`src/rtl/mul_pkg.sv`:
```
// Shared definitions for the sequential shift-add multiplier.
package mul_pkg;
   typedef enum logic [1:0] {IDLE, CALC, DONE} state_t;
   localparam int MUL_WIDTH = 8;
endpackage

```
`src/rtl/seq_8bit_multiplier.sv`:
```
// Unsigned sequential multiplier: one shift-add step per clock, WIDTH steps per product.
module seq_8bit_multiplier
   import mul_pkg::*;
#(
   parameter int WIDTH = MUL_WIDTH
) (
   input  logic               clk,
   input  logic               rst_n,
   input  logic               start,
   input  logic [WIDTH-1:0]   A,
   input  logic [WIDTH-1:0]   B,
   output logic [2*WIDTH-1:0] Product,
   output logic               busy,
   output logic               done
);

   localparam int CW = $clog2(WIDTH + 1);

   state_t             state;
   logic [WIDTH-1:0]   mcand;
   logic [2*WIDTH-1:0] acc;
   logic [CW-1:0]      cnt;
   logic [WIDTH-1:0]   addend;
   logic [WIDTH:0]     sum;

   // Lower half of acc holds the multiplier; its LSB selects the add, and the
   // extra sum bit keeps the carry that shifts into the top of the accumulator.
   always_comb begin
      addend = acc[0] ? mcand : '0;
      sum    = {1'b0, acc[2*WIDTH-1:WIDTH]} + {1'b0, addend};
   end

   always_ff @(posedge clk or negedge rst_n) begin
      if (!rst_n) begin
         state   <= IDLE;
         mcand   <= '0;
         acc     <= '0;
         cnt     <= '0;
         Product <= '0;
         busy    <= 1'b0;
         done    <= 1'b0;
      end else begin
         case (state)
            IDLE: begin
               done <= 1'b0;
               if (start) begin
                  mcand <= A;
                  acc   <= {{WIDTH{1'b0}}, B};
                  cnt   <= CW'(WIDTH);
                  busy  <= 1'b1;
                  state <= CALC;
               end
            end
            CALC: begin
               acc <= {sum, acc[WIDTH-1:1]};
               cnt <= cnt - CW'(1);
               if (cnt == CW'(1)) begin
                  Product <= {sum, acc[WIDTH-1:1]};
                  busy    <= 1'b0;
                  done    <= 1'b1;
                  state   <= DONE;
               end
            end
            DONE: begin
               done  <= 1'b0;
               state <= IDLE;
            end
            default: state <= IDLE;
         endcase
      end
   end

endmodule

```
`config.mk`:
```
export PLATFORM = sky130hd
export DESIGN_NAME = seq_8bit_multiplier
export DESIGN_NICKNAME = d
export VERILOG_FILES = /design/src/rtl/mul_pkg.sv /design/src/rtl/seq_8bit_multiplier.sv
export SDC_FILE = /design/constraint.sdc
export NUM_CORES = 1
export LEC_CHECK = 0
export BUFFER_PORTS_ARGS = -buffer_cell sky130_fd_sc_hd__buf_2
export CAP_MARGIN = 20
export CELL_PAD_IN_SITES_DETAIL_PLACEMENT = 2
export CELL_PAD_IN_SITES_GLOBAL_PLACEMENT = 2
export CORE_MARGIN = 8
export CORE_UTILIZATION = 32
export CTS_CLUSTER_DIAMETER = 200
export DETAILED_ROUTE_END_ITERATION = 10
export GPL_TIMING_DRIVEN = 0
export PLACE_DENSITY_LB_ADDON = 0.05
export SLEW_MARGIN = 25
export SYNTH_ARGS = -nofsm -noshare
export SYNTH_HDL_FRONTEND = slang
export SYNTH_SLANG_ARGS = --single-unit
```
`constraint.sdc`:
```
create_clock -name clk -period 2.07 [get_ports clk]
set_input_delay 0.5175 -clock clk [delete_from_list [all_inputs] [get_ports clk]]
set_output_delay 0.5175 -clock clk [all_outputs]
set_load 0.01 [all_outputs]
```
==> results by stage <==
Clock network:
- The TritonCTS clock tree is built.
- The buffer type at the clock tree root is sky130_fd_sc_hd__clkbuf_8.
- Buffers inserted to repair hold after CTS numbered 0.
- The clock passes through at most 2 buffers.
- The number of clock sinks is 48.
- The total number of H-tree levels is 2.
- Counting the buffers created by CTS gives 5.
- The clock latency on the worst-skew pair is 0.31 ns.
- The CTS clock-pin slew for the worst setup and hold paths is 0.10 ns.

Yosys:
- For this run, the number of Yosys warnings is 0.
- The count of different cell masters after synthesis is 43.
- The commonest cells after synthesis are sky130_fd_sc_hd__dfrtp_1 (48), sky130_fd_sc_hd__nand2_1 (43), sky130_fd_sc_hd__o21ai_0 (13).
- In the post-synthesis netlist, the biggest area contributors are sky130_fd_sc_hd__dfrtp_1 (52%), sky130_fd_sc_hd__nand2_1 (6.9%), sky130_fd_sc_hd__ha_1 (5.4%).
- After synthesis, flip-flops and latches occupy 51.7% of the total area.
- The area share of the leading cell type in the synthesized netlist is 51.7%.
- The instance count of the mapped netlist is 218.
- The dominant synthesized flop cell is sky130_fd_sc_hd__dfrtp_1.
- Counting flops and latches in the post-synthesis netlist gives 48.
- The synthesized area is 2320 µm².
- The biggest area contributor in the post-synthesis netlist is sky130_fd_sc_hd__dfrtp_1.
- After synthesis, the share of flip-flops with an asynchronous set or reset is 100%.
- The average cell area after synthesis is 10.7 µm².
- The cell with the most instances after synthesis is sky130_fd_sc_hd__dfrtp_1.
- The post-synthesis net count is 248.
- The number of enable flip-flop cells after synthesis is 0.

Floorplanning:
- 37 I/O pins were placed.
- In this run the vertical extent of the chip is 101 µm.
- The core outline area is 7140 µm².
- The horizontal extent of the die is 101 µm.
- The number of standard-cell rows in the floorplan is 31.
- For this configuration, the core starts out at a cell density of 32.6%.
- The die covers 10200 µm².

Global routing:
- Summed over all layers, the global routing overflow is 0.
- The number of antenna violations at the first check in global routing was 0.
- The via count of the first global-routing pass is 2039.
- The first global-routing pass estimated 10400 µm of wire.
- The total track usage is 13.2%.
- Entering global routing, the biggest net connects 49 pins.

STA:
- The number of hold-slack violations in the final timing report is 0.
- Clock skew on the completed layout was measured at 0.00950 ns.
- The post-route clock period utilization is 104%.
- The number of max-slew violations in the final report is 0.
- The maximum operating frequency is 463 MHz.
- Subtracting the final worst setup slack from the clock period gives 2.16 ns.
- In the post-route analysis, the smallest setup slack over all paths is -0.0876 ns.
- Setup repair after global routing could not meet its margin everywhere.
- Setup violations remaining at the end of the flow were counted as 6.
- The slew of the pin with the lowest slew margin is 0.650 ns.
- The worst pin sits at a relative slew slack of 56.7%.

Layout:
- From synthesis to final layout, the design area changed by 25.0%.
- The layout cell share with drive strength beyond 1 is 32.5%.
- The number of antenna diodes in the final layout is 0.
- The final cell count without fillers is 370.
- The layout net count is 300.

Placement:
- The final RePlAce weighted congestion is 0.720.
- The detailed placement HPWL is 4380 µm.
- The total instance count after detailed placement is 353.
- The port buffer count is 36.

Hold path:
- The classification of the worst-slack hold path is in2async.

Status:
- The checks that failed: negative setup slack.
- The run finished, with violations left.

Detailed routing:
- In the final routed layout, each cell accounts on average for 17.6 µm.
- After detailed routing, the total wire length is 6510 µm.
- In this run the remaining antenna-violating nets after routing total 0.
- For this run, design rule violations remaining after detail routing come to 0.
- After detailed routing, the number of vias per cell comes to 5.00.
- Detailed routing inserted a total of 1849 vias.
- The detailed router finished its first iteration with 47 violations.
- The first TritonRoute pass finished after 4 iterations.

Power:
- VDD sags by at most 0.537 mV.
- The leakage power of the design is 1.42 nW.
- Dividing total power by cell area gives a power density of 1440 nW/µm².
- The total power is 4.17 mW.

Job:
- The max-capacitance violation count is 0.

Worst setup path:
- The worst register-to-register path begins at acc[0]$_DFFE_PN0P_.
- Of all nets on the critical path, the largest fanout is 3.
- The worst setup path is launched from a flip-flop.
- The terminus of the critical flop-to-flop path is Product[13]$_DFFE_PN0P_.
- The minimum setup slack among reg-to-reg paths is -0.09 ns.
- The arrival time of data at the critical path endpoint is 2.36 ns.
- The count of cells along the worst register-to-register path is 7.
- The setup path with the least slack is of type reg2reg.
- The critical path required time is 2.27 ns.
- STA classifies the critical path endpoint as a flip-flop.
## per-stage QoR
step	worst slack (ns)	setup TNS, ns	hold WS [ns]	area, µm²	util (%)
2_1_floorplan	0.0284	0	0.222	2330	-
3_3_place_gp	-0.252	-0.683	0.454	2630	36.9
3_5_place_dp	-0.269	-0.814	0.462	2630	36.9
4_1_cts	-0.0477	-0.0477	0.251	2830	39.6
5_1_grt	-0.165	-0.676	0.273	2910	40.7
6_report	-0.0876	-0.212	0.220	2910	40.7
## worst max-delay path, cell delays in order (launching register included)
cell,delay [ns]
sky130_fd_sc_hd__dfrtp_2,0.43
sky130_fd_sc_hd__and2_4,0.15
sky130_fd_sc_hd__ha_4,0.15
sky130_fd_sc_hd__fa_2,0.34
sky130_fd_sc_hd__a21o_1,0.22
sky130_fd_sc_hd__a221oi_2,0.33
sky130_fd_sc_hd__xnor2_1,0.16
sky130_fd_sc_hd__mux2_4,0.27
## repair_timing
| item | in CTS | in global routing |
|---|---|---|
| endpoints found under the setup margin | 6 | 10 |
| buffers inserted | 7 | 2 |
| pin swaps | 6 | 7 |
| gates resized for setup | 10 | 14 |
## registers in the layout, summed over array words and instances, names as in the netlist
name / flops
Product: 16
acc: 16
busy: 1
cnt: 4
done: 1
mcand: 8
state: 2
## worst max-delay path by stage
| stage | start | endpoint | slack [ns] |
|---|---|---|---|
| 6_report | acc[0]$_DFFE_PN0P_ | Product[13]$_DFFE_PN0P_ | -0.09 |
| 5_1_grt | acc[0]$_DFFE_PN0P_ | Product[11]$_DFFE_PN0P_ | -0.17 |
| 4_1_cts | acc[0]$_DFFE_PN0P_ | Product[13]$_DFFE_PN0P_ | -0.05 |
| 3_5_place_dp | acc[0]$_DFFE_PN0P_ | Product[13]$_DFFE_PN0P_ | -0.27 |
| 3_3_place_gp | acc[0]$_DFFE_PN0P_ | Product[13]$_DFFE_PN0P_ | -0.25 |
| 2_1_floorplan | acc[0]$_DFFE_PN0P_ | Product[13]$_DFFE_PN0P_ | 0.03 |
## metal layers
metal | track usage [%] | part of all wire [%]
met1 | 15.3 | 44
met2 | 23.3 | 51
met3 | 3.30 | 4.1
met4 | 3.78 | 1.2
met5 | 0 | 0
## placed cells by master, fill, tap and decap left out, types with 2 or more instances in the layout
| cell | instances |
|---|---|
| sky130_fd_sc_hd__dfrtp_1 | 47 |
| sky130_fd_sc_hd__nand2_1 | 43 |
| sky130_fd_sc_hd__buf_2 | 37 |
| sky130_fd_sc_hd__o21ai_0 | 12 |
| sky130_fd_sc_hd__a21oi_1 | 10 |
| sky130_fd_sc_hd__mux2_2 | 9 |
| sky130_fd_sc_hd__nor2b_1 | 9 |
| sky130_fd_sc_hd__buf_4 | 9 |
| sky130_fd_sc_hd__a22oi_1 | 8 |
| sky130_fd_sc_hd__and2_1 | 6 |
| sky130_fd_sc_hd__ha_1 | 6 |
| sky130_fd_sc_hd__a22o_1 | 5 |
| sky130_fd_sc_hd__a21o_1 | 5 |
| sky130_fd_sc_hd__clkbuf_8 | 5 |
| sky130_fd_sc_hd__inv_1 | 3 |
| sky130_fd_sc_hd__buf_6 | 3 |
| sky130_fd_sc_hd__clkbuf_1 | 3 |
| sky130_fd_sc_hd__a211o_1 | 3 |
| sky130_fd_sc_hd__ha_4 | 3 |
| sky130_fd_sc_hd__and2_4 | 2 |
| sky130_fd_sc_hd__clkinv_4 | 2 |
| sky130_fd_sc_hd__nand4_1 | 2 |
| sky130_fd_sc_hd__nand3_1 | 2 |
| sky130_fd_sc_hd__xnor2_1 | 2 |
| sky130_fd_sc_hd__mux2_4 | 2 |
| sky130_fd_sc_hd__nor3_1 | 2 |
| sky130_fd_sc_hd__o31ai_1 | 2 |
| sky130_fd_sc_hd__o21ai_2 | 2 |
| sky130_fd_sc_hd__clkinv_2 | 2 |
## power breakdown
group	switching [mW]	internal, mW	leakage, nW
registers	0.278	1.35	0.603
clock network	0.341	0.237	0.0479
logic	1.04	0.932	0.768
## cells by family after synthesis
family | share of synthesized area [%]
AOI/OAI and AO/OA | 15.4
xor gates and xnor gates | 1.51
and+or+nand+nor | 15.4
DFF | 51.7
adders and majority gates | 6.24
muxes | 6.24
buffers and inverters | 3.44
## layout make-up
class	instances	area [µm²]
fill	804	4230
sequential	48	1200
multi-input combinational	157	1150
timing repair buffer	45	258
tap	99	124
clock buffer	5	68.8
buffer	9	60.1
inverter	4	20.0
clock inverter	3	18.8
Power figures use the tool's default switching activity.
